## src/rtl/alu_pkg.sv

```systemverilog
// Shared definitions for the sequential ALU.
// Contents: 3-bit operation encodings, FSM state type, and a helper that tells
// whether an op runs through the iterative core.
// Optional feature macro: ALU_SEQ_MUL_EN (enables op=100 as a shift-add multiply).
package alu_pkg;

  localparam logic [2:0] OP_NOP    = 3'b000;
  localparam logic [2:0] OP_ADD    = 3'b001;
  localparam logic [2:0] OP_SUB    = 3'b010;
  localparam logic [2:0] OP_POPCNT = 3'b011;
  localparam logic [2:0] OP_MUL    = 3'b100;

  typedef enum logic [1:0] {
    S_IDLE = 2'd0,
    S_ITER = 2'd1,
    S_FIN  = 2'd2
  } state_e;

  // True for ops that take the multi-cycle path through alu_iter_core.
  function automatic logic is_iter_op(logic [2:0] op);
`ifdef ALU_SEQ_MUL_EN
    return (op == OP_POPCNT) || (op == OP_MUL);
`else
    return (op == OP_POPCNT);
`endif
  endfunction

endpackage

```

## src/rtl/alu_iter_core.sv

```systemverilog
// Iterative datapath shared by POPCNT and (optionally) MUL.
// Ports:
//   clk, rst   clock / synchronous active-high reset
//   load       capture a, b, mul; counter=WIDTH, accumulator=0
//   step       consume one bit of the shifted b operand
//   mul        1: shift-add multiply, 0: population count (sampled on load)
//   a, b       operands (a only matters for multiply)
//   last       the current step is the final one (counter==1)
//   sum        accumulator value after the current step, zero-extended to 2*WIDTH
// Optional feature macro: ALU_SEQ_MUL_EN; without it no multiplicand register or
// wide accumulator exists.
module alu_iter_core
  import alu_pkg::*;
#(
  parameter int unsigned WIDTH = 9,
  parameter int unsigned CNT_W = $clog2(WIDTH + 1)
) (
  input  logic               clk,
  input  logic               rst,
  input  logic               load,
  input  logic               step,
  input  logic               mul,
  input  logic [WIDTH-1:0]   a,
  input  logic [WIDTH-1:0]   b,
  output logic               last,
  output logic [2*WIDTH-1:0] sum
);

`ifdef ALU_SEQ_MUL_EN
  localparam int unsigned AccW = 2 * WIDTH;
`else
  localparam int unsigned AccW = WIDTH;
`endif

  logic [CNT_W-1:0] cnt_q;
  logic [WIDTH-1:0] sreg_q;
  logic [AccW-1:0]  acc_q, acc_d;

  assign last = (cnt_q == CNT_W'(1));
  assign sum  = (2 * WIDTH)'(acc_d);

`ifdef ALU_SEQ_MUL_EN
  logic [2*WIDTH-1:0] mcand_q;
  logic               mul_q;

  always_ff @(posedge clk) begin
    if (rst) begin
      mcand_q <= '0;
      mul_q   <= 1'b0;
    end else if (load) begin
      mcand_q <= {{WIDTH{1'b0}}, a};
      mul_q   <= mul;
    end else if (step) begin
      mcand_q <= mcand_q << 1;
    end
  end

  always_comb begin
    acc_d = acc_q;
    if (mul_q) begin
      if (sreg_q[0]) acc_d = acc_q + mcand_q;
    end else begin
      acc_d = acc_q + AccW'(sreg_q[0]);
    end
  end
`else
  logic unused_mul;
  assign unused_mul = ^{mul, a};

  always_comb begin
    acc_d = acc_q + AccW'(sreg_q[0]);
  end
`endif

  always_ff @(posedge clk) begin
    if (rst) begin
      cnt_q  <= '0;
      sreg_q <= '0;
      acc_q  <= '0;
    end else if (load) begin
      cnt_q  <= CNT_W'(WIDTH);
      sreg_q <= b;
      acc_q  <= '0;
    end else if (step) begin
      cnt_q  <= cnt_q - CNT_W'(1);
      sreg_q <= sreg_q >> 1;
      acc_q  <= acc_d;
    end
  end

endmodule

```

## src/rtl/alu_seq.sv

```systemverilog
// Registered ALU with start/busy/done handshake.
// Ports:
//   clk, rst      clock / synchronous active-high reset
//   start         request, sampled only while busy=0
//   op            000 NOP, 001 ADD, 010 SUB, 011 POPCNT, 100 MUL (optional), else NOP
//   a, b          operands (register A side, bus side)
//   busy          operation in progress
//   done          one-cycle pulse; result/carry/zero valid from this cycle
//   result        registered result, held until the next done
//   carry         ADD carry-out / SUB borrow / MUL overflow, else 0
//   zero          result == 0
// Optional feature macro: ALU_SEQ_MUL_EN (op=100 becomes a WIDTH-cycle multiply).
module alu_seq
  import alu_pkg::*;
#(
  parameter int unsigned WIDTH = 9,
  parameter int unsigned CNT_W = $clog2(WIDTH + 1)
) (
  input  logic             clk,
  input  logic             rst,
  input  logic             start,
  input  logic [2:0]       op,
  input  logic [WIDTH-1:0] a,
  input  logic [WIDTH-1:0] b,
  output logic             busy,
  output logic             done,
  output logic [WIDTH-1:0] result,
  output logic             carry,
  output logic             zero
);

  state_e           state_q, state_d;
  logic [WIDTH-1:0] a_q, a_d, b_q, b_d;
  logic [2:0]       op_q, op_d;
  logic             done_q, done_d;
  logic [WIDTH-1:0] result_q, result_d;
  logic             carry_q, carry_d;
  logic             zero_q, zero_d;

  logic               iter_load, iter_step, iter_last;
  logic [2*WIDTH-1:0] iter_sum;

  alu_iter_core #(
    .WIDTH (WIDTH),
    .CNT_W (CNT_W)
  ) u_iter (
    .clk  (clk),
    .rst  (rst),
    .load (iter_load),
    .step (iter_step),
    .mul  (op == OP_MUL),
    .a    (a),
    .b    (b),
    .last (iter_last),
    .sum  (iter_sum)
  );

  always_comb begin
    state_d   = state_q;
    a_d       = a_q;
    b_d       = b_q;
    op_d      = op_q;
    done_d    = 1'b0;
    result_d  = result_q;
    carry_d   = carry_q;
    zero_d    = zero_q;
    iter_load = 1'b0;
    iter_step = 1'b0;

    unique case (state_q)
      S_IDLE: begin
        if (start) begin
          a_d  = a;
          b_d  = b;
          op_d = op;
          if (is_iter_op(op)) begin
            iter_load = 1'b1;
            state_d   = S_ITER;
          end else begin
            state_d = S_FIN;
          end
        end
      end
      S_ITER: begin
        iter_step = 1'b1;
        // The final step's sum goes straight into the output registers, so
        // done lands on the WIDTH-th edge after start.
        if (iter_last) begin
          state_d  = S_IDLE;
          done_d   = 1'b1;
          result_d = iter_sum[WIDTH-1:0];
          carry_d  = (op_q == OP_MUL) && (|iter_sum[2*WIDTH-1:WIDTH]);
          zero_d   = (iter_sum[WIDTH-1:0] == '0);
        end
      end
      S_FIN: begin
        state_d = S_IDLE;
        done_d  = 1'b1;
        case (op_q)
          OP_ADD:  {carry_d, result_d} = {1'b0, a_q} + {1'b0, b_q};
          OP_SUB: begin
            result_d = a_q - b_q;
            carry_d  = (a_q < b_q);
          end
          default: begin
            result_d = '0;
            carry_d  = 1'b0;
          end
        endcase
        zero_d = (result_d == '0);
      end
      default: state_d = S_IDLE;
    endcase
  end

  always_ff @(posedge clk) begin
    if (rst) begin
      state_q  <= S_IDLE;
      a_q      <= '0;
      b_q      <= '0;
      op_q     <= OP_NOP;
      done_q   <= 1'b0;
      result_q <= '0;
      carry_q  <= 1'b0;
      zero_q   <= 1'b0;
    end else begin
      state_q  <= state_d;
      a_q      <= a_d;
      b_q      <= b_d;
      op_q     <= op_d;
      done_q   <= done_d;
      result_q <= result_d;
      carry_q  <= carry_d;
      zero_q   <= zero_d;
    end
  end

  assign busy   = (state_q != S_IDLE);
  assign done   = done_q;
  assign result = result_q;
  assign carry  = carry_q;
  assign zero   = zero_q;

endmodule

```

## config.mk

```make
export PLATFORM = sky130hd
export DESIGN_NAME = alu_seq
export DESIGN_NICKNAME = d
export VERILOG_FILES = /design/src/rtl/alu_pkg.sv /design/src/rtl/alu_iter_core.sv /design/src/rtl/alu_seq.sv
export SDC_FILE = /design/constraint.sdc
export NUM_CORES = 1
export LEC_CHECK = 0
export BUFFER_PORTS_ARGS = -buffer_cell sky130_fd_sc_hd__buf_2
export CORE_ASPECT_RATIO = 1.2
export CORE_MARGIN = 1.5
export CORE_UTILIZATION = 50
export DETAILED_ROUTE_END_ITERATION = 10
export HOLD_SLACK_MARGIN = 0.02
export PLACE_DENSITY_LB_ADDON = 0.25
export SLEW_MARGIN = 25
export SYNTH_ARGS = -nofsm -noshare
export SYNTH_HDL_FRONTEND = slang
export SYNTH_SLANG_ARGS = --single-unit
```

## constraint.sdc

```tcl
create_clock -name clk -period 5.78 [get_ports clk]
set_clock_uncertainty 0.15 [all_clocks]
set_input_delay 0.867 -clock clk [delete_from_list [all_inputs] [get_ports clk]]
set_output_delay 0.867 -clock clk [all_outputs]
set_load 0.1 [all_outputs]
```

After elaboration in Yosys (flattened, before gate mapping)
Cells that the tools add are included.
- multipliers: 0
- reductions and logical operators: 10
- shift-type cells: 0
- $lt $le $gt $ge: 1
- $add $sub $neg: 4
- div/mod/pow operators: 0
- muxes and demuxes: 23
- equality and inequality tests: 8
- bitwise gates (word level): 0
- operators with widths (cell ; number):
    $mux 9 ; 4
    $pmux 9 s2 ; 2
    $logic_not 9->1 ; 2
    $add 9x9->10 ; 1
    $add 9x1->9 ; 1
    $lt 9x9->1 ; 1
    $sub 9x9->9 ; 1
    $mux 4 ; 2
    $pmux 1 s2 ; 4
    $mux 1 ; 7
    $eq 3x2->1 const B ; 2
    $mux 2 ; 3
    $reduce_and 2->1 ; 3
    $reduce_bool 2->1 ; 3
    $eq 4x1->1 const B ; 1
    $ne 2x2->1 const B ; 2
    $pmux 2 s2 ; 1
    $sub 4x1->4 const B ; 1
    $eq 3x1->1 const B ; 1
    $eq 2x1->1 const B ; 1
    $eq 2x2->1 const B ; 1
    $logic_not 2->1 ; 1
    $reduce_or 2->1 ; 1
- bits in latches: 0
- output and inout bits: 13
- bits in registers: 57
- memories kept: 0
- ROM bits: 0
- input bits: 24
- word-level logic and storage cells: 58
- RAM bits: 0

Logic depth before layout (Yosys ltp)
Gate-level depths: netlist (run 1).
- depth in word-level cells: 5
- depth in mapped cells: 10

By module
A second synthesis (run 1) with hierarchy kept.
- cells, all modules: 458
- area total of the unflattened synthesis: 3659.8 µm²
- modules (own cells, without submodules) (module ; instances ; seq. area each (µm²) ; cells each ; area an instance (µm²)):
    alu_seq ; 1 ; 700.7 ; 318 ; 2468.6
    alu_iter_core ; 1 ; 440.4 ; 140 ; 1191.1

Least setup slack after synthesis (run 1)
No wires, ideal clock.
- path kind: flip-flop to flip-flop
- start point: reg b_q[0]
- end point: reg zero_q (netlist: zero)
- stages on the path, launching flop included: 9
- clock period less this slack: 2.475 ns
- data arrival time: 2.209 ns
- data required time: 5.514 ns
- slack: 3.305 ns
- cells stage by stage: dfxtp_1 -> ha_1 -> fa_1 -> nor2b_1 -> o21ba_2 -> or4_1 -> and4b_1 -> and3_1 -> a41o_1
- word-level cells in the longest chain between the ends: 5
- ends and longest elaborated chain (element ; RTL line ; text):
    start, declared ; alu_seq.sv:33 ; logic [WIDTH-1:0] a_q, a_d, b_q, b_d;
    start signal, assigned ; alu_seq.sv:120 ; b_q <= '0;
    start signal, assigned ; alu_seq.sv:129 ; b_q <= b_d;
    $sub 9x9->9 / $add 9x9->10 (equally long branches) ; alu_seq.sv:102, alu_seq.sv:100 ;
    $pmux 9 s2 * ; alu_seq.sv:99 ; case (op_q)
    $mux 9 * ; alu_seq.sv:70 ; unique case (state_q)
    $logic_not 9->1 * ; alu_seq.sv:110 ; zero_d = (result_d == '0);
    $pmux 1 s2 * ; alu_seq.sv:70 ;
    end signal, assigned ; alu_seq.sv:134 ; zero_q <= zero_d;
    end, declared ; alu_seq.sv:38 ; logic zero_q, zero_d;
Mark *: on every way between the ends. The rest lies on a longest branch, timed or not. The select of a mux whose other input is x is not followed.
A chain may end at the register's enable or synchronous reset.

Worst setup path in the final report (run 1)
- start point: in start
- end point: reg u_iter.cnt_q[1]
- word-level cells in the longest chain between the ends: 3
- ends and longest elaborated chain (element ; RTL line ; text):
    start, declared ; alu_seq.sv:21 ; input logic start,
    $mux 1 ; alu_seq.sv:72 ; if (start) begin
    $mux 1 ; alu_seq.sv:70 ;
    $reduce_or 2->1 (no source line) ; n/a ;
    end signal, assigned ; alu_iter_core.sv:81 ; cnt_q <= CNT_W'(WIDTH);
    end signal, assigned ; alu_iter_core.sv:85 ; cnt_q <= cnt_q - CNT_W'(1);
    end, declared ; alu_iter_core.sv:35 ; logic [CNT_W-1:0] cnt_q;
Every way passes these cells.

==> results.sh, run 1 <==
export IMPL_drt_wl_total_um=8402
export IMPL_synth_distinct_cells=58
export IMPL_vias=3139
export IMPL_regArea_um2=1141
export IMPL_rows=33
export IMPL_period_share_pct=47.20
export IMPL_synth_flop_cell="dfxtp_1"
export IMPL_min_path_type="reg2reg"
export IMPL_port_buffers=36
export IMPL_tritoncts="done"
export IMPL_tns_ps=0
export IMPL_syn_area_um2=3558
export IMPL_drtAntennaViolNets=0
export IMPL_dieArea_um2=7634
export IMPL_path_clk_slew_ps=70
export IMPL_initial_utilization_pct=51.92
export IMPL_synth_seq_area_share_pct=32.07
export IMPL_synthArstFlopShare_pct=0
export IMPL_antenna_found_initial=0
export IMPL_clk_latency_ps=330
export IMPL_synth_cells=442
export IMPL_grt_pass1_wl_um=13770
export IMPL_clock_sinks=57
export IMPL_core_um2=6854
export IMPL_cp_data_required_time_ps=5830
export IMPL_yosysWarnings=0
export IMPL_maxCapViolations=0
export IMPL_viasPerCell=5.676
export IMPL_wire_per_inst_um=15.19
export IMPL_nets=514
export IMPL_worstPathArrival_ps=2780
export IMPL_cts_buffers=9
export IMPL_start_kind="input port"
export IMPL_maxSlewViolCount=0
export IMPL_cts_root_buf="clkbuf_8"
export IMPL_p_per_area_nw_per_um2=248.2
export IMPL_rsz0062_at_grt="false"
export IMPL_die_y_um=95.41
export IMPL_outcome="finished, final reports clean"
export IMPL_final_hold_violation_count=0
export IMPL_synthesis_nets=494
export IMPL_detail_route_first_pass_iterations=4
export IMPL_power_leakage_nw=1.588
export IMPL_endpoint_kind="register"
export IMPL_syn_avg_cell_area_um2=8.051
export IMPL_peakVddDrop_v=0.0001727
export IMPL_worstSetupPathType="in2reg"
export IMPL_dp_hpwl_um=6158
export IMPL_multi_input_area_um2=2176
export IMPL_post_cts_buffers=0
export IMPL_fillers=693
export IMPL_max_freq_mhz=366.5
export IMPL_drcViolationCount=0
export IMPL_clockBufferDepth=2
export IMPL_synth_edff_count=0
export IMPL_dpl_cell_count=538
export IMPL_area_growth_pct=8.861
export IMPL_drive_above_1_share_pct=12.45
export IMPL_worst_path_max_fanout=23
export IMPL_pin_count=37
export IMPL_mostFrequentLayoutCells="nand2_1, dfxtp_1, a21oi_1, nor2_1, buf_2"
export IMPL_drtIter0Drc=194
export IMPL_grt_max_degree=49
export IMPL_finalSetupViolCount=0
export IMPL_n_antenna_cell=0
export IMPL_grt_overflow=0
export IMPL_slew_headroom_pct=42.61
export IMPL_worst_slew_pin_slew_ps=860.8
export IMPL_htreeDepth=3
export IMPL_die_w_um=80.01
export IMPL_gp_congestion=0.8285
export IMPL_postCtsResizedCells=0
export IMPL_ys_ff_latch=57
export IMPL_grt_pass1_vias=2853
export IMPL_final_common_cell="nand2_1"
export IMPL_period_minus_slack_ps=2728
export IMPL_holdBufCountCts=0
export IMPL_final_cells=553
export IMPL_grt_usage_pct=23.39
## critical path: stages
cell and delay, ps:
buf_2 100, and2_1 620, nand2b_1 570, nand2b_1 510, a211oi_1 90
## state kept, by name, indices dropped and copies added (netlist names)
name           cells
a_q                9
b_q                9
carry              1
done               1
op_q               3
result             9
state_q            2
u_iter.acc_q       9
u_iter.cnt_q       4
u_iter.sreg_q      9
zero               1
## worst paths after layout
path / from / end / slack (ps) / cells past startpoint
max: start / u_iter.cnt_q[1]$_SDFFE_PP0P_ / 3050 / 5
min: result[3]$_SDFFE_PP0P_ / result[3]$_SDFFE_PP0P_ / 300 / 2
min reg2reg: result[3]$_SDFFE_PP0P_ / result[3]$_SDFFE_PP0P_ / 300 / 2
max reg2reg: b_q[1]$_SDFFE_PP0P_ / result[7]$_SDFFE_PP0P_ / 3070 / 8
## layout make-up
cell class,instances,area share (%)
Clock buffer,12,3.747
Clock inverter,3,0.4522
Inverter,24,2.326
Multi-Input combinational cell,332,56.17
Sequential cell,57,29.46
Tap cell,87,2.810
Timing Repair Buffer,38,5.039
## through the flow
| stage | instance area (um^2) | worst slack [ps] | hold WS, ps | utilization [%] | power (mW) |
|---|---|---|---|---|---|
| 6_report | 3874 | 3052 | 300.3 | 56.52 | 0.9615 |
| 5_1_grt | 3874 | 2767 | 313.6 | 56.52 | 1.012 |
| 4_1_cts | 3874 | 3055 | 301.7 | 56.52 | 0.9688 |
| 3_5_place_dp | 3711 | 2705 | 292.5 | 54.14 | 0.6460 |
| 3_3_place_gp | 3711 | 2761 | 286.8 | 54.14 | 0.6430 |
| 2_1_floorplan | 3558 | 3305 | 303.0 | - | 0.6018 |
## power by group
part           internal (mW)  switching (mW)  total [mW]
logic                 0.0704           0.141       0.212
registers              0.411          0.0171       0.428
clock network          0.164           0.158       0.322
## cells by family (layout without fill, tap and decap cells)
family	Yosys count	count (layout)	synth area share, %
buffers and inverters	53	77	6.786
AO/OA/AOI/OAI	116	116	21.98
AND/OR/NAND/NOR	158	158	21.13
XOR/XNOR	19	19	4.677
multiplexers	11	11	3.094
flip-flops	57	57	32.07
adder cells (fa/ha/maj)	28	28	10.27
## Yosys cell counts (4+ instances only)
cell	count	share of area, %
a211o_1	7	1.7
a211oi_1	13	2.7
a21o_1	6	1.3
a21oi_1	46	6.5
a221oi_1	5	1.2
and2_1	5	0.88
and3_1	5	0.88
buf_1	4	0.42
buf_2	4	0.56
buf_6	4	1.3
clkbuf_1	15	1.6
dfxtp_1	57	32
ha_1	26	9.1
inv_1	24	2.5
mux2i_1	11	3.1
nand2_1	61	6.4
nand2b_1	5	0.88
nand3_1	5	0.70
nand3b_1	5	1.1
nand4_1	5	0.88
nor2_1	43	4.5
nor3_1	4	0.56
o21ai_0	9	1.3
xnor2_1	6	1.5
xor2_1	13	3.2
## per-layer routing
metal / wire length [um] / global-route usage, % / share of wire (%)
met4: 127 / 9.626 / 1.5
met2: 3995 / 37.39 / 48
met1: 4004 / 31.51 / 48
met5: 0 / 0 / 0
met3: 275 / 3.349 / 3.3
No activity file was read; power rests on OpenSTA's default activity.
==> inputs of run 2 (changes only) <==
--- a/config.mk
+++ b/config.mk
@@ -5,6 +5,7 @@
 export SDC_FILE = /design/constraint.sdc
 export NUM_CORES = 1
 export LEC_CHECK = 0
+export ABC_AREA = 1
 export BUFFER_PORTS_ARGS = -buffer_cell sky130_fd_sc_hd__buf_2
 export CORE_ASPECT_RATIO = 1.2
 export CORE_MARGIN = 1.5
==> constraint.sdc (replaced) <==
create_clock -name clk -period 2.8 [get_ports clk]
set_clock_uncertainty 0.15 [all_clocks]
set_input_delay 0.42 -clock clk [delete_from_list [all_inputs] [get_ports clk]]
set_output_delay 0.42 -clock clk [all_outputs]
set_load 0.1 [all_outputs]
==> results.sh, run 2 <==
export IMPL_outcome="finished, final reports clean"
export IMPL_tritoncts="done"
export IMPL_gp_congestion=0.9373
export IMPL_synth_cells=526
export IMPL_cts_buffers=9
export IMPL_wire_per_inst_um=13.37
export IMPL_initial_utilization_pct=52.26
export IMPL_path_cells="inv_1, ha_1, inv_1, o21ai_1, inv_1, a21oi_1, a21oi_1"
export IMPL_cpMostUsedCell="inv_1"
export IMPL_pre_cts_ws_ps=462.8
export IMPL_synth_distinct_cells=39
export IMPL_maxSlewViolCount=0
export IMPL_min_path_type="in2reg"
export IMPL_dieArea_um2=7727
export IMPL_peakVddDrop_v=0.0003767
export IMPL_grt_util_met1_pct=29.19
export IMPL_seqPwrFrac_pct=39.4
export IMPL_worstPathArrival_ps=2430
export IMPL_post_cts_buffers=0
export IMPL_cp_num_buf_inv=3
export IMPL_n_antenna_cell=0
export IMPL_worstSetupPathType="reg2reg"
export IMPL_cp_data_required_time_ps=2860
export IMPL_synth_top_area_share_pct=31.67
export IMPL_cp_slowest_cell="ha_1"
export IMPL_port_buffers=36
export IMPL_nets=613
export IMPL_synth_commonest_cells="nand2_1, inv_1, dfxtp_1, nor2_1"
export IMPL_synth_flop_cell="dfxtp_1"
export IMPL_grt_overflow=0
export IMPL_max_freq_mhz=423.2
export IMPL_mostFrequentLayoutCells="nand2_1, inv_1, dfxtp_1, nor2_1"
export IMPL_drtIter0Drc=151
export IMPL_grt_pass1_vias=3420
export IMPL_rrSetupSlack_ps=440
export IMPL_synth_top_area_cell="dfxtp_1"
export IMPL_htreeDepth=3
export IMPL_path_clk_slew_ps=70
export IMPL_clockBufferDepth=2
export IMPL_tns_ps=0
export IMPL_holdBufCountCts=0
export IMPL_drive_above_1_share_pct=14.69
export IMPL_rows=33
export IMPL_antenna_found_initial=0
export IMPL_dp_hpwl_um=6772
export IMPL_worst_slew_pin_slew_ps=706.1
export IMPL_cts_root_buf="clkbuf_8"
export IMPL_rsz0062_at_grt="false"
export IMPL_vias=3480
export IMPL_syn_avg_cell_area_um2=6.851
export IMPL_busiest_layer="met2"
export IMPL_setup_ws_ps=436.8
export IMPL_core_um2=6895
export IMPL_grt_max_degree=28
export IMPL_viasPerCell=5.337
export IMPL_area_growth_pct=11.94
export IMPL_maxCapViolations=0
export IMPL_grt_usage_pct=25.48
export IMPL_synthArstFlopShare_pct=0
export IMPL_power_leakage_nw=1.946
export IMPL_grt_pass1_wl_um=15190
export IMPL_p_per_area_nw_per_um2=564.8
export IMPL_p_sw_uw=780.6
export IMPL_grt_use_met3_pct=5.592
export IMPL_start_kind="register"
export IMPL_grt_met2_usage_pct=44.47
export IMPL_synth_area_leaders="dfxtp_1, nand2_1, ha_1"
export IMPL_detail_route_first_pass_iterations=4
export IMPL_worst_path_max_fanout=15
export IMPL_period_share_pct=84.40
export IMPL_drtAntennaViolNets=0
export IMPL_power_total_mw=2.278
export IMPL_finalSetupViolCount=0
export IMPL_yosysWarnings=0
export IMPL_sw_frac_of_total_pct=34.26
export IMPL_endpoint_kind="register"
export IMPL_postCtsResizedCells=0
export IMPL_synthesis_nets=578
export IMPL_slew_headroom_pct=52.88
export IMPL_final_hold_violation_count=0
export IMPL_clock_sinks=57
export IMPL_cp_top_family="compound AO/OA/AOI/OAI gates"
export IMPL_drt_wl_total_um=8720
export IMPL_slowest_delay_ps=480
export IMPL_syn_area_um2=3603
export IMPL_die_y_um=96.00
export IMPL_p_comb_share_pct=26.6
export IMPL_pin_count=37
export IMPL_yosysMostFrequentCell="nand2_1"
export IMPL_die_w_um=80.50
export IMPL_period_minus_slack_ps=2363
export IMPL_final_common_cell="nand2_1"
export IMPL_synth_edff_count=0
export IMPL_clk_latency_ps=330
export IMPL_synth_seq_area_share_pct=31.67
export IMPL_drcViolationCount=0
export IMPL_ys_ff_latch=57
export IMPL_p_int_mw=1.498
export IMPL_power_frac_clock_pct=34.0
[run 2: routing by layer]
| layer | vias to the layer above | share of wire, % | wire length (um) |
|---|---|---|---|
| met4 | 0 | 3.5 | 306 |
| met2 | 84 | 49 | 4238 |
| met5 | - | 0 | 0 |
| li1 | 1775 | - | - |
| met1 | 1591 | 43 | 3775 |
| met3 | 30 | 4.6 | 399 |
[run 2: kinds of logic after synthesis]
kind of cell	share of synthesized area, %
and+or+nand+nor	28.33
AOI/OAI and AO/OA	17.05
buffers and inverters	11.11
DFF	31.67
adders and majority gates	10.14
xor gates and xnor gates	1.701
[run 2: cell type report]
cell class	instances	area [um^2]
well taps	87	108.9
flip-flops and latches	57	1141
clock buffers	13	158.9
inverters	84	315.3
clock inverters	2	37.54
fillers	666	2861
repair buffers	40	210.2
multi-input cells	369	2062
[run 2: worst min-delay path, delay by kind of cell]
kind	cells	cell delay [ps]
compound gates	1	70
buf+inv	1	70
simple gates	1	70
[run 2: stage by stage]
stage / cell area [um^2] / cells / hold WS [ps] / utilization [%]
finish: 4034 / 652 / 181.8 / 58.50
global route: 4034 / 652 / 194.9 / 58.50
CTS: 4034 / 652 / 177.4 / 58.50
detailed placement: 3837 / 637 / 310.5 / 55.65
global placement: 3837 / 637 / 304.6 / 55.65
floorplan: 3603 / 526 / 306.3 / -
[run 2: worst paths after layout]
kind	from	endpoint	cells after the start
hold reg to reg	result[0]$_SDFFE_PP0P_	result[0]$_SDFFE_PP0P_	2
setup reg to reg	state_q[0]$_SDFFE_PP0P_	result[6]$_SDFFE_PP0P_	7
hold / removal	a[5]	a_q[5]$_SDFFE_PP0P_	3
setup / recovery	state_q[0]$_SDFFE_PP0P_	result[6]$_SDFFE_PP0P_	7
[run 2: power by group through the flow]
| stage | Sequential [mW] | Clock (mW) | Combinational (mW) |
|---|---|---|---|
| 2_1_floorplan | 0.988 | 0 | 0.398 |
| 3_3_place_gp | 0.914 | 0 | 0.593 |
| 3_5_place_dp | 0.916 | 0 | 0.599 |
| 4_1_cts | 0.898 | 0.795 | 0.603 |
| 5_1_grt | 0.904 | 0.829 | 0.678 |
| 6_report | 0.898 | 0.775 | 0.605 |
==> inputs of run 3 (changes only) <==
==> constraint.sdc (replaced) <==
create_clock -name clk -period 1.95 [get_ports clk]
set_clock_uncertainty 0.15 [all_clocks]
set_input_delay 0.2925 -clock clk [delete_from_list [all_inputs] [get_ports clk]]
set_output_delay 0.2925 -clock clk [all_outputs]
set_load 0.1 [all_outputs]
==> results.sh, run 3 (synthesis gave the netlist of run 2 again) <==
export IMPL_die_y_um=96.00
export IMPL_drt_wl_total_um=10300
export IMPL_grt_overflow=0
export IMPL_path_clk_slew_ps=80
export IMPL_min_path_type="in2reg"
export IMPL_cp_num_buf_inv=3
export IMPL_start_kind="register"
export IMPL_placed_area_um2=4190
export IMPL_initial_utilization_pct=52.26
export IMPL_n_antenna_cell=0
export IMPL_final_hold_violation_count=0
export IMPL_worst_slew_pin_slew_ps=554.0
export IMPL_setup_ws_ps=-47.56
export IMPL_wire_per_inst_um=14.67
export IMPL_grt_max_degree=27
export IMPL_viasPerCell=5.295
export IMPL_grt_usage_pct=28.35
export IMPL_startpoint="a_q[0]$_SDFFE_PP0P_"
export IMPL_drtAntennaViolNets=0
export IMPL_rows=33
export IMPL_p_per_area_nw_per_um2=781.6
export IMPL_final_common_cell="nand2_1"
export IMPL_mostFrequentLayoutCells="nand2_1, inv_1, dfxtp_1, buf_4, nor2_1"
export IMPL_drtIter0Drc=200
export IMPL_dp_hpwl_um=7716
export IMPL_worst_path_max_fanout=2
export IMPL_cp_data_required_time_ps=2080
export IMPL_period_share_pct=102.4
export IMPL_violations="negative setup slack"
export IMPL_slowest_delay_ps=430
export IMPL_maxSlewViolCount=0
export IMPL_antenna_found_initial=0
export IMPL_clockBufferDepth=2
export IMPL_max_freq_mhz=500.6
export IMPL_min_from="a[7]"
export IMPL_drive_above_1_share_pct=29.92
export IMPL_pin_count=37
export IMPL_cts_buffers=9
export IMPL_vias=3717
export IMPL_area_growth_pct=29.03
export IMPL_clock_sinks=57
export IMPL_cts_root_buf="clkbuf_8"
export IMPL_htreeDepth=3
export IMPL_clk_latency_ps=350
export IMPL_grt_pass1_wl_um=16660
export IMPL_nets=662
export IMPL_cp_slowest_cell="fa_2"
export IMPL_holdBufCountCts=0
export IMPL_endpoint_kind="register"
export IMPL_tritoncts="done"
export IMPL_core_um2=6895
export IMPL_gp_congestion=0.9236
export IMPL_rsz0062_at_grt="true"
export IMPL_slew_headroom_pct=63.03
export IMPL_die_w_um=80.50
export IMPL_port_buffers=36
export IMPL_worstSetupPathType="reg2reg"
export IMPL_outcome="finished with violations"
export IMPL_period_minus_slack_ps=1998
export IMPL_finalSetupViolCount=2
export IMPL_stdcell_area_um2=4649
export IMPL_worstPathArrival_ps=2130
export IMPL_peakVddDrop_v=0.0005853
export IMPL_cp_top_family="adder cells"
export IMPL_dieArea_um2=7727
export IMPL_grt_pass1_vias=3653
export IMPL_drcViolationCount=0
export IMPL_path_cells="inv_4, ha_4, inv_2, fa_2, nand4_1, nand2_1, inv_2, nand2_1, nor2_1, nand3_1, nor2_1, nand4_1, a21oi_1"
export IMPL_detail_route_first_pass_iterations=5
export IMPL_holdWs_ps=35.52
export IMPL_maxCapViolations=0
export IMPL_power_leakage_nw=2.200
export IMPL_reg2reg_from="a_q[0]$_SDFFE_PP0P_"
==> run 3: tightest hold or removal path: stages <==
cell     delay [ps]
buf_2            70
o21ai_0          70
nor2_1           80
==> run 3: routing by layer <==
layer | part of all wire (%) | track usage [%] | up-vias | wire (um)
met5 | 0 | 0 | - | 0
met4 | 2.4 | 10.34 | 0 | 243
met3 | 4.6 | 5.592 | 22 | 470
met2 | 52 | 52.45 | 98 | 5317
met1 | 41 | 31.88 | 1716 | 4265
li1 | - | - | 1881 | -
==> run 3: power by group <==
| group | total, mW | leakage (nW) | internal (mW) | switching (mW) |
|---|---|---|---|---|
| combinational | 1.14 | 1.63 | 0.433 | 0.710 |
| sequential | 1.29 | 0.469 | 1.24 | 0.0550 |
| clock | 1.20 | 0.102 | 0.666 | 0.533 |
==> run 3: timing repair <==
action                     CTS  global route
buffers inserted             2             1
pin swaps                    9            15
resized for setup           18            48
setup endpoints to repair    4            18
==> run 3: worst paths after layout <==
kind | slack, ps | cells past startpoint | endpoint
hold reg to reg | 310 | 2 | result[2]$_SDFFE_PP0P_
setup reg to reg | -50 | 13 | zero$_SDFFE_PP0P_
hold / removal | 40 | 3 | a_q[7]$_SDFFE_PP0P_
setup / recovery | -50 | 13 | zero$_SDFFE_PP0P_
==> run 3: through the flow <==
| stage | utilization, % | std cells | total power [mW] | setup TNS, ps | setup slack (ps) |
|---|---|---|---|---|---|
| 2_1_floorplan | - | 526 | 1.991 | 0 | 53.83 |
| 3_3_place_gp | 60.77 | 684 | 2.320 | -269.9 | -110.0 |
| 3_5_place_dp | 60.77 | 684 | 2.331 | -403.0 | -143.1 |
| 4_1_cts | 64.91 | 702 | 3.555 | -117.2 | -89.47 |
| 5_1_grt | 67.43 | 702 | 3.821 | -472.5 | -224.4 |
| 6_report | 67.43 | 702 | 3.634 | -48.97 | -47.56 |
==> run 3: final cells by class <==
cell class / instances / area, um^2
Clock buffer: 11 / 151.4
Clock inverter: 5 / 62.56
Fill cell: 580 / 2246
Inverter: 84 / 317.8
Multi-Input combinational cell: 369 / 2273
Sequential cell: 57 / 1151
Tap cell: 87 / 108.9
Timing Repair Buffer: 89 / 584.3
